**src/rtl/multdiv_seq_pkg.sv**
```systemverilog
// Shared definitions for the sequential multiply/divide unit: state
// encoding and the ALU-op codes that decode turns into start pulses.
package md_pkg;

  localparam logic [1:0] ST_IDLE = 2'd0;
  localparam logic [1:0] ST_RUN  = 2'd1;
  localparam logic [1:0] ST_DONE = 2'd2;

  typedef enum logic [1:0] {
    IDLE = ST_IDLE,
    RUN  = ST_RUN,
    DONE = ST_DONE
  } md_state_t;

  // Core ALU-op codes that select this unit in decode.
  localparam logic [4:0] ALU_OP_MULT = 5'b00110;
  localparam logic [4:0] ALU_OP_DIV  = 5'b00111;

endpackage

```
**src/rtl/multdiv_seq_if.sv**
```systemverilog
// Request/response bundle between the execute stage and multdiv_seq.
interface multdiv_seq_if #(
  parameter int WIDTH = 32
);
  logic             start_mult;
  logic             start_div;
  logic             op_signed;
  logic             op_high;
  logic [WIDTH-1:0] operand_a;
  logic [WIDTH-1:0] operand_b;
  logic             flush;
  logic [WIDTH-1:0] result;
  logic             exception;
  logic             ready;
  logic             busy;
  logic             stall;

  modport master (
    output start_mult, start_div, op_signed, op_high, operand_a, operand_b, flush,
    input  result, exception, ready, busy, stall
  );

  modport slave (
    input  start_mult, start_div, op_signed, op_high, operand_a, operand_b, flush,
    output result, exception, ready, busy, stall
  );
endinterface

```
**src/rtl/multdiv_seq_twos_negate.sv**
```systemverilog
// Conditional two's-complement: y = neg ? -value : value.
// Used for operand magnitudes and for the final sign fix-up.
module twos_negate #(
  parameter int WIDTH = 32
) (
  input  logic [WIDTH-1:0] value,
  input  logic             neg,
  output logic [WIDTH-1:0] y
);

  assign y = neg ? (~value + {{(WIDTH-1){1'b0}}, 1'b1}) : value;

endmodule

```
**src/rtl/multdiv_seq.sv**
```systemverilog
// Sequential multiply/divide unit. One bit per cycle on operand
// magnitudes (shift-add multiply, restoring divide); the sign is applied
// as the final iteration retires into the result register.
module multdiv_seq
  import md_pkg::*;
#(
  parameter int WIDTH = 32
) (
  input  logic          clock,
  input  logic          reset,
  multdiv_seq_if.slave  bus
);

  localparam int CNT_W = $clog2(WIDTH + 1);

  md_state_t          state;
  md_state_t          state_nxt;
  logic [CNT_W-1:0]   cnt;

  // {hi, lo}: product accumulator for multiply, {remainder, quotient} for divide
  logic [2*WIDTH-1:0] acc;
  logic [2*WIDTH-1:0] acc_step;
  logic [WIDTH-1:0]   dsor;
  logic               is_div;
  logic               op_high_r;
  logic               op_signed_r;
  logic               neg_q;
  logic               neg_r;
  logic               div_ovf;

  logic               accept;
  logic               any_start;
  logic               take;
  logic               both_start;
  logic               div_zero;
  logic               early_exit;
  logic               last_iter;

  logic [WIDTH-1:0]   abs_a;
  logic [WIDTH-1:0]   abs_b;
  logic [2*WIDTH-1:0] fin_s;
  logic [WIDTH-1:0]   rem_s;
  logic [WIDTH-1:0]   mult_hi;
  logic [WIDTH-1:0]   mult_lo;
  logic               mult_ovf;
  logic [WIDTH-1:0]   res_fin;
  logic               exc_fin;

  logic [WIDTH-1:0]   result_r;
  logic               exc_r;

  logic [WIDTH:0]     sum;
  logic [WIDTH:0]     shifted;
  logic [WIDTH:0]     diff;

  assign accept     = (state == IDLE) || (state == DONE);
  assign any_start  = bus.start_mult | bus.start_div;
  assign take       = accept & any_start & ~bus.flush;
  assign both_start = bus.start_mult & bus.start_div;
  assign div_zero   = bus.start_div & ~bus.start_mult & (bus.operand_b == '0);
  assign early_exit = both_start | div_zero;
  assign last_iter  = (state == RUN) && !bus.flush && (cnt == '0);

  assign bus.busy      = (state == RUN);
  assign bus.ready     = (state == DONE);
  assign bus.stall     = (state == RUN) | (any_start & accept);
  assign bus.result    = result_r;
  assign bus.exception = exc_r;

  twos_negate #(.WIDTH(WIDTH)) u_abs_a (
    .value (bus.operand_a),
    .neg   (bus.op_signed & bus.operand_a[WIDTH-1]),
    .y     (abs_a)
  );

  twos_negate #(.WIDTH(WIDTH)) u_abs_b (
    .value (bus.operand_b),
    .neg   (bus.op_signed & bus.operand_b[WIDTH-1]),
    .y     (abs_b)
  );

  twos_negate #(.WIDTH(2*WIDTH)) u_fix_main (
    .value (is_div ? {{WIDTH{1'b0}}, acc_step[WIDTH-1:0]} : acc_step),
    .neg   (neg_q),
    .y     (fin_s)
  );

  twos_negate #(.WIDTH(WIDTH)) u_fix_rem (
    .value (acc_step[2*WIDTH-1:WIDTH]),
    .neg   (neg_r),
    .y     (rem_s)
  );

  // Next state: accept from IDLE/DONE, iterate in RUN, flush aborts
  always_comb begin
    state_nxt = state;
    case (state)
      IDLE, DONE: begin
        if (take) state_nxt = early_exit ? DONE : RUN;
        else      state_nxt = IDLE;
      end
      RUN: begin
        if (bus.flush)       state_nxt = IDLE;
        else if (cnt == '0)  state_nxt = DONE;
      end
      default: state_nxt = IDLE;
    endcase
  end

  // State register and iteration counter
  always_ff @(posedge clock) begin
    if (reset) begin
      state <= IDLE;
      cnt   <= '0;
    end else begin
      state <= state_nxt;
      if (take)
        cnt <= CNT_W'(WIDTH - 1);
      else if ((state == RUN) && (cnt != '0))
        cnt <= cnt - CNT_W'(1);
    end
  end

  // One iteration: shift-add for multiply, restoring step for divide
  always_comb begin
    sum      = {1'b0, acc[2*WIDTH-1:WIDTH]} + (acc[0] ? {1'b0, dsor} : {(WIDTH+1){1'b0}});
    shifted  = {acc[2*WIDTH-1:WIDTH], acc[WIDTH-1]};
    diff     = shifted - {1'b0, dsor};
    acc_step = {sum, acc[WIDTH-1:1]};
    if (is_div) begin
      if (!diff[WIDTH]) acc_step = {diff[WIDTH-1:0], acc[WIDTH-2:0], 1'b1};
      else              acc_step = {shifted[WIDTH-1:0], acc[WIDTH-2:0], 1'b0};
    end
  end

  // Signed result selection and exception flag for the retiring iteration
  always_comb begin
    mult_hi  = fin_s[2*WIDTH-1:WIDTH];
    mult_lo  = fin_s[WIDTH-1:0];
    mult_ovf = op_signed_r ? (mult_hi != {WIDTH{mult_lo[WIDTH-1]}}) : (mult_hi != '0);
    res_fin  = op_high_r ? mult_hi : mult_lo;
    exc_fin  = ~op_high_r & mult_ovf;
    if (is_div) begin
      res_fin = op_high_r ? rem_s : fin_s[WIDTH-1:0];
      exc_fin = div_ovf;
    end
  end

  // Operand capture at accept, then one iteration per RUN cycle
  always_ff @(posedge clock) begin
    if (take) begin
      is_div      <= bus.start_div;
      op_high_r   <= bus.op_high;
      op_signed_r <= bus.op_signed;
      dsor        <= bus.start_div ? abs_b : abs_a;
      acc         <= {{WIDTH{1'b0}}, (bus.start_div ? abs_a : abs_b)};
      neg_q       <= bus.op_signed & (bus.operand_a[WIDTH-1] ^ bus.operand_b[WIDTH-1]);
      neg_r       <= bus.op_signed & bus.operand_a[WIDTH-1];
      div_ovf     <= bus.op_signed && (bus.operand_a == {1'b1, {(WIDTH-1){1'b0}}})
                     && (bus.operand_b == '1);
    end else if (state == RUN) begin
      acc <= acc_step;
    end
  end

  // Result/exception: zeroed by reset, set by early exits, loaded on retire
  always_ff @(posedge clock) begin
    if (reset) begin
      result_r <= '0;
      exc_r    <= 1'b0;
    end else if (take && early_exit) begin
      result_r <= '0;
      exc_r    <= 1'b1;
    end else if (last_iter) begin
      result_r <= res_fin;
      exc_r    <= exc_fin;
    end
  end

endmodule

```
**src/flat_wrapper.sv**
```systemverilog
// flat-port wrapper written by rule: the top's interface ports become plain ports
module multdiv_seq_flat import md_pkg::*;
#(
  parameter int WIDTH = 32
)
  (clock, reset, bus_start_mult, bus_start_div, bus_op_signed, bus_op_high, bus_operand_a, bus_operand_b, bus_flush, bus_result, bus_exception, bus_ready, bus_busy, bus_stall);
  multdiv_seq_if #(.WIDTH(WIDTH)) bus_i ();
  input  logic clock;
  input  logic reset;
  input wire logic [$bits(bus_i.start_mult)-1:0] bus_start_mult;
  input wire logic [$bits(bus_i.start_div)-1:0] bus_start_div;
  input wire logic [$bits(bus_i.op_signed)-1:0] bus_op_signed;
  input wire logic [$bits(bus_i.op_high)-1:0] bus_op_high;
  input wire logic [$bits(bus_i.operand_a)-1:0] bus_operand_a;
  input wire logic [$bits(bus_i.operand_b)-1:0] bus_operand_b;
  input wire logic [$bits(bus_i.flush)-1:0] bus_flush;
  output wire logic [$bits(bus_i.result)-1:0] bus_result;
  output wire logic [$bits(bus_i.exception)-1:0] bus_exception;
  output wire logic [$bits(bus_i.ready)-1:0] bus_ready;
  output wire logic [$bits(bus_i.busy)-1:0] bus_busy;
  output wire logic [$bits(bus_i.stall)-1:0] bus_stall;
  assign bus_i.start_mult = bus_start_mult;
  assign bus_i.start_div = bus_start_div;
  assign bus_i.op_signed = bus_op_signed;
  assign bus_i.op_high = bus_op_high;
  assign bus_i.operand_a = bus_operand_a;
  assign bus_i.operand_b = bus_operand_b;
  assign bus_i.flush = bus_flush;
  assign bus_result = bus_i.result;
  assign bus_exception = bus_i.exception;
  assign bus_ready = bus_i.ready;
  assign bus_busy = bus_i.busy;
  assign bus_stall = bus_i.stall;
  multdiv_seq #(.WIDTH(WIDTH)) u_core (.clock(clock), .reset(reset), .bus(bus_i));
endmodule
```
**config.mk**
```make
export PLATFORM = sky130hd
export DESIGN_NAME = multdiv_seq_flat
export DESIGN_NICKNAME = d
export VERILOG_FILES = /design/src/rtl/multdiv_seq_pkg.sv /design/src/rtl/multdiv_seq_if.sv /design/src/rtl/multdiv_seq_twos_negate.sv /design/src/rtl/multdiv_seq.sv /design/src/flat_wrapper.sv
export SDC_FILE = /design/constraint.sdc
export NUM_CORES = 1
export LEC_CHECK = 0
export BUFFER_PORTS_ARGS = -buffer_cell sky130_fd_sc_hd__buf_4
export CORE_MARGIN = 2
export CORE_UTILIZATION = 50
export CTS_BUF_LIST = sky130_fd_sc_hd__clkbuf_4 sky130_fd_sc_hd__clkbuf_8 sky130_fd_sc_hd__clkbuf_16
export DETAILED_ROUTE_END_ITERATION = 10
export PLACE_DENSITY = 0.67
export SETUP_SLACK_MARGIN = 0.5
export SYNTH_ARGS = -nofsm -noshare
export SYNTH_HDL_FRONTEND = slang
export SYNTH_SLANG_ARGS = --single-unit
```
**constraint.sdc**
```tcl
create_clock -name clock -period 14.48 [get_ports clock]
set_input_delay 1.448 -clock clock [delete_from_list [all_inputs] [get_ports clock]]
set_output_delay 1.448 -clock clock [all_outputs]
set_load 0.02 [all_outputs]
```
---- After elaboration in Yosys (flattened, before gate mapping) ----
Index checks and enable logic that the tools add are counted.
storage, ports and cells
  bits in registers ....................... 143
  input bits .............................. 71
  word-level logic and storage cells ...... 92
cells by class
  add/sub/neg operators ................... 7
  equal/unequal tests ..................... 6
  mux-type cells .......................... 26
  bitwise operators ....................... 20
  reduce and logical (&&, ||, !) cells .... 19
operators with widths
  kind                     count
  $mux W32                 11
  $mux W64                 4
  $add A32 B1 Y32 const B  3
  $not A32 Y32             3
  $add A64 B1 Y64 const B  1
  $eq A32 B32 Y1 const B   2
  $not A64 Y64             1
  $add A32 B32 Y33         1
  $sub A33 B32 Y33         1
  $logic_not A32 Y1        1
  $ne A32 B32 Y1           1
  $reduce_bool A32 Y1      1
  $mux W5                  2
  $and A1 B1 Y1            9
  $mux W2                  4
  $logic_and A1 B1 Y1      6
  $logic_not A6 Y1         1
  $reduce_bool A2 Y1       3
  $reduce_bool A6 Y1       1
  $reduce_or A2 Y1         3
  $sub A6 B1 Y6 const B    1
  $mux W1                  4
  $pmux W2 S2              1
  $ne A3 B2 Y1 const B     1
  other kinds (8)          12

---- Logic depth before layout (Yosys ltp) ----
Gate-level depths: netlist of the first run.
  depth after elaboration ................. 13
  gate-level depth with buffers ........... 27
  mapped depth without buffers ............ 25

---- By module ----
From an unflattened synthesis of the first run, not the netlist that was laid out.
second synthesis, totals
  cell total of the unflattened synthesis .. 1913
  area, all modules ....................... 16113.0 um2
modules (own cells, without submodules)
  module                             instances  cells an instance  area each (um2)  seq. area each (um2)
  multdiv_seq                        1          1410               12132.9          3563.4
  twos_negate at u_core.u_abs_a ...  3          99                 777.0            0.0
  twos_negate at u_core.u_fix_main   1          206                1649.1           0.0

---- Least setup slack after synthesis of the first run ----
Ideal clock, no wire load.
  path kind ............................... register -> register
  from .................................... reg u_core.is_div
  to ...................................... reg u_core.exc_r (netlist: u_core.bus.exception)
  arrival time ............................ 6145 ps
  setup slack ............................. 8219 ps
  stages on the path, launching flop included .. 28
  path buffers ............................ 12
  cell sequence ........................... edfxtp_1 buf_4 buf_4 buf_4 buf_6 buf_4 clkbuf_1 buf_2 buf_2 buf_2 buf_2 buf_2 buf_1 mux2i_1 ha_1 o21a_1 nand4_1 nor4_2 o21ai_1 or2_1 o21ai_0 a22oi_1 or4b_1 or3b_1 nand4bb_1 nor4_1 a21oi_1 o211a_1
between the ends
  cells in the longest elaborated chain, start to end .. 11
RTL lines
  element                                                line                           text
  start: declaration                                     multdiv_seq.sv:24              logic is_div;
  start signal: assignment                               multdiv_seq.sv:152             is_div <= bus.start_div;
  $mux W64                                               multdiv_seq.sv:130             if (is_div) begin
  $mux W64                                               multdiv_seq.sv:83              .value (is_div ? {{WIDTH{1'b0}}, acc_step[WIDTH-1:0]} : acc_step),
  $not A64 Y64                                           multdiv_seq_twos_negate.sv:11  assign y = neg ? (~value + {{(WIDTH-1){1'b0}}, 1'b1}) : value;
  $add A64 B1 Y64                                        multdiv_seq_twos_negate.sv:11
  $mux W64                                               multdiv_seq_twos_negate.sv:11
  $ne A32 B32 Y1 or $reduce_bool A32 Y1 (tied branches)  multdiv_seq.sv:140             mult_ovf = op_signed_r ? (mult_hi != {WIDTH{mult_lo[WIDTH-1]}}) : (mult_hi != '0);
  $mux W1                                                multdiv_seq.sv:140
  $and A1 B1 Y1                                          multdiv_seq.sv:142             exc_fin = ~op_high_r & mult_ovf;
  $mux W1 *                                              multdiv_seq.sv:143             if (is_div) begin
  $mux W1 *                                              multdiv_seq.sv:174             end else if (last_iter) begin
  $mux W1 *                                              multdiv_seq.sv:171             end else if (take && early_exit) begin
  end signal: assignment                                 multdiv_seq.sv:176             exc_r <= exc_fin;
  end: declaration                                       multdiv_seq.sv:50              logic exc_r;
Every way passes the cells marked *; elsewhere a longest branch is shown, timed or not. The select of a mux whose other input is x is not followed.
A chain may end at the register's enable or synchronous reset.

---- Worst setup path in the final report of the first run ----
  from .................................... reg u_core.acc[31]
  to ...................................... reg u_core.exc_r (netlist: u_core.bus.exception)
between the ends
  cells in the longest elaborated chain, start to end .. 13
RTL lines
  element                                                line                           text
  start: declaration                                     multdiv_seq.sv:21              logic [2*WIDTH-1:0] acc;
  start signal: assignment                               multdiv_seq.sv:156             acc <= {{WIDTH{1'b0}}, (bus.start_div ? abs_a : abs_b)};
  start signal: assignment                               multdiv_seq.sv:162             acc <= acc_step;
  $sub A33 B32 Y33                                       multdiv_seq.sv:128             diff = shifted - {1'b0, dsor};
  $mux W64                                               multdiv_seq.sv:131             if (!diff[WIDTH]) acc_step = {diff[WIDTH-1:0], acc[WIDTH-2:0], 1'b1};
  $mux W64 *                                             multdiv_seq.sv:130
  $mux W64 *                                             multdiv_seq.sv:83
  $not A64 Y64                                           multdiv_seq_twos_negate.sv:11
  $add A64 B1 Y64                                        multdiv_seq_twos_negate.sv:11
  $mux W64 *                                             multdiv_seq_twos_negate.sv:11
  $ne A32 B32 Y1 or $reduce_bool A32 Y1 (tied branches)  multdiv_seq.sv:140
  $mux W1 *                                              multdiv_seq.sv:140
  $and A1 B1 Y1 *                                        multdiv_seq.sv:142
  $mux W1 *                                              multdiv_seq.sv:143
  $mux W1 *                                              multdiv_seq.sv:174
  $mux W1 *                                              multdiv_seq.sv:171
Marked as above.

==> summary.md, run 1 <==
| Metric | Value |
|---|---|
| Port-buffer cells | 106 |
| Worst setup SP type | flop |
| Setup total negative slack | 0 ns |
| Area of the die | 33400 sq um |
| Post-synthesis sequential area ratio | 22.3% |
| Worst R2R Path Depth | 25 |
| Final Hold Viols | 0 |
| RD Place Congestion | 0.973 |
| Antenna viol nets, final | 0 |
| Per-cell routed wire length | 23.8 um |
| # diodes | 0 |
| GRT overflow | 0 |
| Top cells by area, synth | edfxtp_1 13%, dfxtp_1 9.1%, mux2i_1 6.9% |
| First drt pass iteration count | 5 |
| Rows | 65 |
| Multi-input gate area | 11700 sq um |
| Number of global-route vias before repair | 15600 |
| Clock Sinks | 143 |
| Reg-to-Reg End | u_core.bus.exception |
| Worst slew margin | 28.1% |
| Largest family of logic cells by synthesized area | compound AO/OA/AOI/OAI gates |
| Post-Syn Area | 16000 sq um |
| Mux cell area share after synthesis | 7.46% |
| Die W | 183 um |
| Worst path required time | 14.83 ns |
| Initial Utilization | 50.7% |
| Post-CTS setup buffers | 0 |
| Cts bufs inserted | 17 |
| Setup Skew | 0.0102 ns |
| Yosys Warn Count | 0 |
| DR iter-0 viols | 1718 |
| Hold Path Stages | 2 |
| Crit-path max FO | 5 |
| Worst path arrival time | 7.03 ns |
| Chip height | 183 um |
| Top cell type's share of synthesized area | 13.1% |
| FF/Latch Area | 3560 sq um |
| Largest area contributor in the netlist | edfxtp_1 |
| Max-slew violations | 0 |
| Largest net degree at the start of global routing | 77 |
| Post-synthesis compound-gate area fraction | 26.7% |
| Post-Place Cells | 2533 |
| Crit Path Category | reg2reg |
| WL final | 61.0 mm |
| RSZ-0062 raised after global routing | no |
| Slew @ Worst Pin | 1.07 ns |
| Hold Crit Start | u_core.bus.result[2] |
| Static Leakage | 6.94 nW |
| Post-Synth XOR/XNOR Area | 9.37% |
| CTS hold repair buffers | 0 |
| # fillers | 3124 |
| HPWL Detailed | 47.9 mm |
| Tcrit/Tclk final | 46.1% |
| Maximum vdd drop | 0.000118 V |
| Layout cells sized above 1 | 10.4% |
| Netlist cell types | 96 |
| CTS Root Cell | clkbuf_16 |
| Yosys reg bits | 143 |
| Worst hold path type | reg2reg |
| Syn nets | 2258 |
| Avg Inst Size Synth | 7.56 sq um |
| Ys async rst share | 0% |
| Layout area overhead | 9.92% |
| I/O Pins | 107 |
| DR DRC count | 0 |
| Final cell count without fillers | 2565 |
| First-pass GRT wire length | 91.5 mm |
| Final setup violation count | 0 |
| Ys flop type | dfxtp_1 |
| Core region area | 31600 sq um |
| Adder-cell share of the synthesized area | 5.73% |
| CP Capture Type | flop |
| TritonCTS clock tree | yes |
| Via density per instance | 6.52 |
| FF-to-FF setup slack | 7.80 ns |
| Hold WS | 0.457 ns |
| Reg-to-reg startpoint | u_core.acc[31] |
| Worst-skew pair later-pin latency | 0.46 ns |
| Global Route Usage Sum | 36.1% |
| Maximum root-to-sink buffer count | 2 |
| Net count, final | 2293 |
| Post-route minimum period | 6.68 ns |
| Hold Path Sink | u_core.bus.result[2] |
| Detailed-route via count | 16700 |
| Simple-gate share of the synthesized area | 23.5% |
| Initial antenna violation count | 2 |
| Highest clock rate | 0.150 GHz |
| Post-CTS resize count | 0 |
| Syn Inst Count | 2115 |
| Status | completed |
| Post-synth EDFFs | 70 |
| Cell Pwr Density | 109 nW/um^2 |
| Max-Cap Viols | 0 |
| H-tree levels | 4 |
| Clk slew on worst S/H paths | 0.07 ns |
cell usage in the layout (no fill, tap or decap), drive strengths merged, types with 11 or more instances in the layout:
cell / synthesis / final
nand2b: 19 / 19
nor4: 28 / 28
or2: 17 / 17
nand3: 47 / 47
dfxtp: 73 / 73
a211oi: 21 / 21
a21o: 27 / 27
ha: 70 / 70
a31oi: 17 / 17
nor2b: 13 / 13
o311ai: 13 / 13
mux2i: 112 / 112
xnor2: 103 / 103
nand4: 36 / 36
nand2: 199 / 199
xor2: 68 / 68
o21bai: 18 / 18
clkbuf: 78 / 19
o31ai: 40 / 40
nor2: 203 / 203
inv: 76 / 82
o211ai: 21 / 21
o221ai: 12 / 12
o211a: 11 / 11
o41ai: 17 / 17
a22o: 16 / 16
or3: 35 / 35
buf: 38 / 132
nor3: 68 / 68
a21oi: 192 / 192
o21a: 14 / 14
edfxtp: 70 / 70
o22ai: 11 / 11
and2: 45 / 45
o21ai: 170 / 170
Yosys cell counts, types with 67 or more instances:
library cell and number:
inv_1 75, ha_1 70, xnor2_1 103, xor2_1 68, nor3_1 67, nor2_1 203, clkbuf_1 78, o21ai_0 162
dfxtp_1 73, mux2i_1 111, edfxtp_1 70, a21oi_1 191, nand2_1 199
worst max-delay path, stage by stage (launching register included):
cell	delay (ns)
edfxtp_1	0.43
inv_1	0.10
ha_1	0.16
inv_1	0.06
fa_1	0.43
a211oi_1	0.23
o21ai_0	0.24
o211ai_1	0.46
a21oi_2	0.16
o211ai_2	0.22
nor2_1	0.18
a21oi_1	0.32
ha_1	0.26
o21a_1	0.20
nand4_1	0.16
nor4_2	0.38
o21ai_1	0.22
or2_1	0.32
o21ai_0	0.19
a22oi_1	0.13
or4b_1	0.56
or3b_1	0.40
nand4bb_1	0.20
nor4_1	0.25
a21oi_1	0.08
o211a_1	0.24
power breakdown:
| part | internal (mW) | switching [mW] | total (mW) |
|---|---|---|---|
| Clock | 0.247 | 0.209 | 0.455 |
| Combinational | 0.317 | 0.619 | 0.936 |
| Sequential | 0.472 | 0.0436 | 0.516 |
sequential cells by signal, summed over array words and instances (netlist names):
signal                flops
u_core.acc               64
u_core.bus.exception      1
u_core.bus.result        32
u_core.cnt                6
u_core.div_ovf            1
u_core.dsor              32
u_core.is_div             1
u_core.neg_q              1
u_core.neg_r              1
u_core.op_high_r          1
u_core.op_signed_r        1
u_core.state              2
logic make-up after synthesis:
kind of cell               after synthesis
DFF                                    143
buffers and inverters                  193
AOI/OAI and AO/OA                      655
muxes                                  118
adders and majority gates               72
xor gates and xnor gates               171
and+or+nand+nor                        763
stage by stage:
step	util [%]	power [mW]	setup WS, ns	area (sq um)
after floorplan	-	1.14	8.22	16000
after global placement	53.9	1.42	8.12	17000
after detailed placement	53.9	1.43	7.96	17000
after CTS	55.7	1.89	7.94	17600
after global routing	55.7	2.00	7.42	17600
final	55.7	1.91	7.80	17600
cell type report:
type | count | share of cell area [%]
clock buffers | 19 | 2.54
multi-input cells | 1779 | 66.3
well taps | 402 | 2.86
repair buffers | 132 | 5.64
clock inverters | 13 | 0.733
flip-flops and latches | 143 | 20.3
inverters | 77 | 1.64
metal layers:
layer  routed length [um]  track usage [%]  vias up  share of wire (%)
met5                   13                0        -              0.021
met4                 4080             21.4        2                6.7
met3                 4330             5.40      172                7.1
met2                27900             59.3      796                 46
met1                24700             45.0     7883                 40
li1                     -                -     7880                  -
how the worst max path moves through the flow:
stage,startpoint,endpoint,slack [ns],depth (start not counted)
after global placement,u_core.acc[31],u_core.bus.exception,8.12,25
after CTS,u_core.acc[31],u_core.bus.exception,7.94,25
after detailed placement,u_core.acc[31],u_core.bus.exception,7.96,25
after global routing,u_core.acc[31],u_core.bus.exception,7.42,25
after floorplan,u_core.is_div,u_core.bus.exception,8.22,27
final,u_core.acc[31],u_core.bus.exception,7.80,25
No activity file was read; power rests on OpenSTA's default activity.
==> inputs of run 2 (changes only) <==
Clock period 14.48 ns to 6.2 ns, I/O delays scaled along.
==> run 2 against run 1 <==
  * Highest routed layer is now met4
  * Worst hold slack got worse by 0.11 ns
  * Largest cell class unchanged
  * Wire length rose by 0.96%
  * Combinational power rose to 2.5 times the previous value
  * Critical path depth down 2
  * First-iteration DRC count shrank 0.58%
  * Via count is 1.7% higher
  * Design area rose by 3.3%
  * Sequential share of layout area decreased by 0.65 points
  * Clock skew is essentially flat
  * Sequential power is 130% higher
  * The flow now finishes with violations (DRC)
==> summary.md, run 2 (same netlist as run 1, synthesis figures left out) <==
| Metric | Value |
|---|---|
| Critical-path cell list | inv_1 > ha_1 > inv_2 > nor4_4 > a221o_1 > or3_4 > o211ai_4 > nor2_2 > a21oi_2 > ha_2 > o21a_1 > nand4_1 > nor4_4 > o21ai_2 > or2_4 > o21ai_2 > a22oi_2 > or4b_1 > or3b_1 > nand4bb_1 > nor4_1 > a21oi_1 > o211a_1 |
| H-tree levels | 4 (unchanged) |
| Max incr delay on CP | 0.54 ns (-0.02 ns) |
| I/O Pins | 107 (unchanged) |
| Rows | 65 (unchanged) |
| Clock power frac | 22.9% (-1.0 points) |
| Cell Pwr Density | 253 nW/um^2 (+130%) |
| Via density per instance | 6.52 (about the same) |
| Worst path arrival time | 5.94 ns (-1.09 ns) |
| Combinational power share | 50.9% (+1.8 points) |
| HPWL Detailed | 48.3 mm (+0.83%) |
| Area of the die | 33400 sq um (unchanged) |
| Worst slew margin | 19.5% (-8.5 points) |
| Internal | 2.48 mW (+140%) |
| Crit-path max FO | 5 (unchanged) |
| Clock Sinks | 143 (unchanged) |
| Worst path required time | 6.55 ns (-8.28 ns) |
| Crit Path Category | reg2reg |
| Max-slew violations | 0 (unchanged) |
| TritonCTS clock tree | yes |
| Worst-skew pair later-pin latency | 0.45 ns (about the same) |
| Cts bufs inserted | 17 (unchanged) |
| CP Capture Type | flop |
| Core region area | 31600 sq um (unchanged) |
| Worst Path Buf+Inv | 2 (unchanged) |
| Status | finished with violations |
| Post-Place Cells | 2561 (+1.1%) |
| RSZ-0062 raised after global routing | yes |
| Largest Register | u_core.acc |
| Worst hold path type | in2reg |
| Maximum root-to-sink buffer count | 2 (unchanged) |
| Net count, final | 2335 (+1.8%) |
| Max reg flops | 64 (unchanged) |
| Tcrit/Tclk final | 90.2% (+44 points) |
| Setup total negative slack | 0 ns (unchanged) |
| Chip height | 183 um (unchanged) |
| Max-Cap Viols | 0 (unchanged) |
| Total Power | 4.60 mW (+140%) |
| Clk slew on worst S/H paths | 0.07 ns (about the same) |
| Worst setup SP type | flop |
| Most common cell after layout, fill and taps aside | nor2_1 |
| Layout cells sized above 1 | 14.1% (+3.7 points) |
| Static Leakage | 7.19 nW (+3.5%) |
| Antenna viol nets, final | 0 (unchanged) |
| CTS hold repair buffers | 0 (unchanged) |
| WL final | 61.6 mm (+0.96%) |
| Initial Utilization | 50.7% (unchanged) |
| Final setup violation count | 0 (unchanged) |
| Share of power burned in registers | 26.2% (-0.8 points) |
| Final Hold Viols | 0 (unchanged) |
| Post-route minimum period | 5.59 ns (-1.09 ns) |
| Die W | 183 um (unchanged) |
| Net Sw Frac | 46.1% (+0.41 points) |
| First-pass GRT wire length | 91.9 mm (+0.42%) |
| Core Util, Final | 57.6% (+1.9 points) |
| Final cell count without fillers | 2608 (+1.7%) |
| Worst path slowest cell | or4b_1 |
| Failing checks | DRC |
| GRT overflow | 0 (unchanged) |
| Number of global-route vias before repair | 15700 (+0.92%) |
| Per-cell routed wire length | 23.6 um (-0.71%) |
| Global Route Usage Sum | 36.1% (about the same) |
| CTS Root Cell | clkbuf_16 |
| Maximum vdd drop | 0.000242 V (+100%) |
| Initial antenna violation count | 4 (+2) |
| Most frequent cells in the layout | 201 x nor2_1, 199 x nand2_1, 186 x a21oi_1 |
| Layout area overhead | 13.6% |
| Detailed-route via count | 17000 (+1.7%) |
| Port-buffer cells | 106 (unchanged) |
| Slew @ Worst Pin | 1.19 ns (+0.127 ns) |
| RD Place Congestion | 1.00 (+2.8%) |
| Largest net degree at the start of global routing | 66 (-14%) |
| DR DRC count | 4 (+4) |
| DR iter-0 viols | 1708 (-0.58%) |
| Psw | 2.12 mW (+140%) |
| First drt pass iteration count | 9 (+4) |
| Delay-heaviest family, CP | simple AND/OR/NAND/NOR gates |
| Highest clock rate | 0.179 GHz (+19%) |
| Setup Skew | 0.0103 ns (+0.000121 ns) |
## run 2: final timing paths
kind                                      startpoint              endpoint  slack, ns  depth (start not counted)
worst max-delay path                 u_core.dsor[20]  u_core.bus.exception       0.61                         23
worst min-delay path                     bus_op_high      u_core.op_high_r       0.34                          1
worst max register to register       u_core.dsor[20]  u_core.bus.exception       0.61                         23
worst min register to register  u_core.bus.result[2]  u_core.bus.result[2]       0.47                          2
## run 2: worst reg2reg max path: cells and delay by family, from the launching register on
kind | cells | cell delay, ns
compound gates | 9 | 1.58
flops | 1 | 0.44
simple gates | 10 | 2.67
buf+inv | 2 | 0.19
fa+ha+maj | 2 | 0.60
## run 2: through the flow
stage | setup slack (ns) | hold WS, ns | cell area, sq um
after floorplan | 0.565 | 0.466 | 16000
after global placement | 0.462 | 0.453 | 17200
after detailed placement | 0.362 | 0.464 | 17200
after CTS | 0.519 | 0.321 | 17900
after global routing | 0.446 | 0.331 | 18200
final | 0.608 | 0.342 | 18200
## run 2: timing repair
action / in CTS / in global routing
buffers inserted: 4 / 10
hold endpoints to repair: 0 / 0
resized for setup: 7 / 49
endpoints found under the setup margin: 1 / 3
cloned: 0 / 0
pin swaps: 7 / 14
## run 2: layout make-up
class                           instances  area, sq um
Inverter                               77          289
Multi-Input combinational cell       1779        11900
Fill cell                            2995        13400
Clock buffer                           18          439
Sequential cell                       143         3560
Clock inverter                         14          141
Timing Repair Buffer                  174         1320
Tap cell                              402          503
Antenna cell                            1         2.50
## run 2: layer usage
layer	up-vias	track usage (%)	routed length, um
li1	7977	-	-
met1	7979	45.7	24900
met2	861	57.1	27100
met3	194	5.46	4940
met4	0	24.2	4690
met5	-	0	0
## run 2: power by group through the flow
stage,sequential (mW),clock [mW],combinational (mW)
global placement,1.21,0,2.18
finish,1.20,1.05,2.34
global route,1.21,1.10,2.49
detailed placement,1.22,0,2.20
floorplan,1.19,0,1.48
CTS,1.20,1.07,2.21
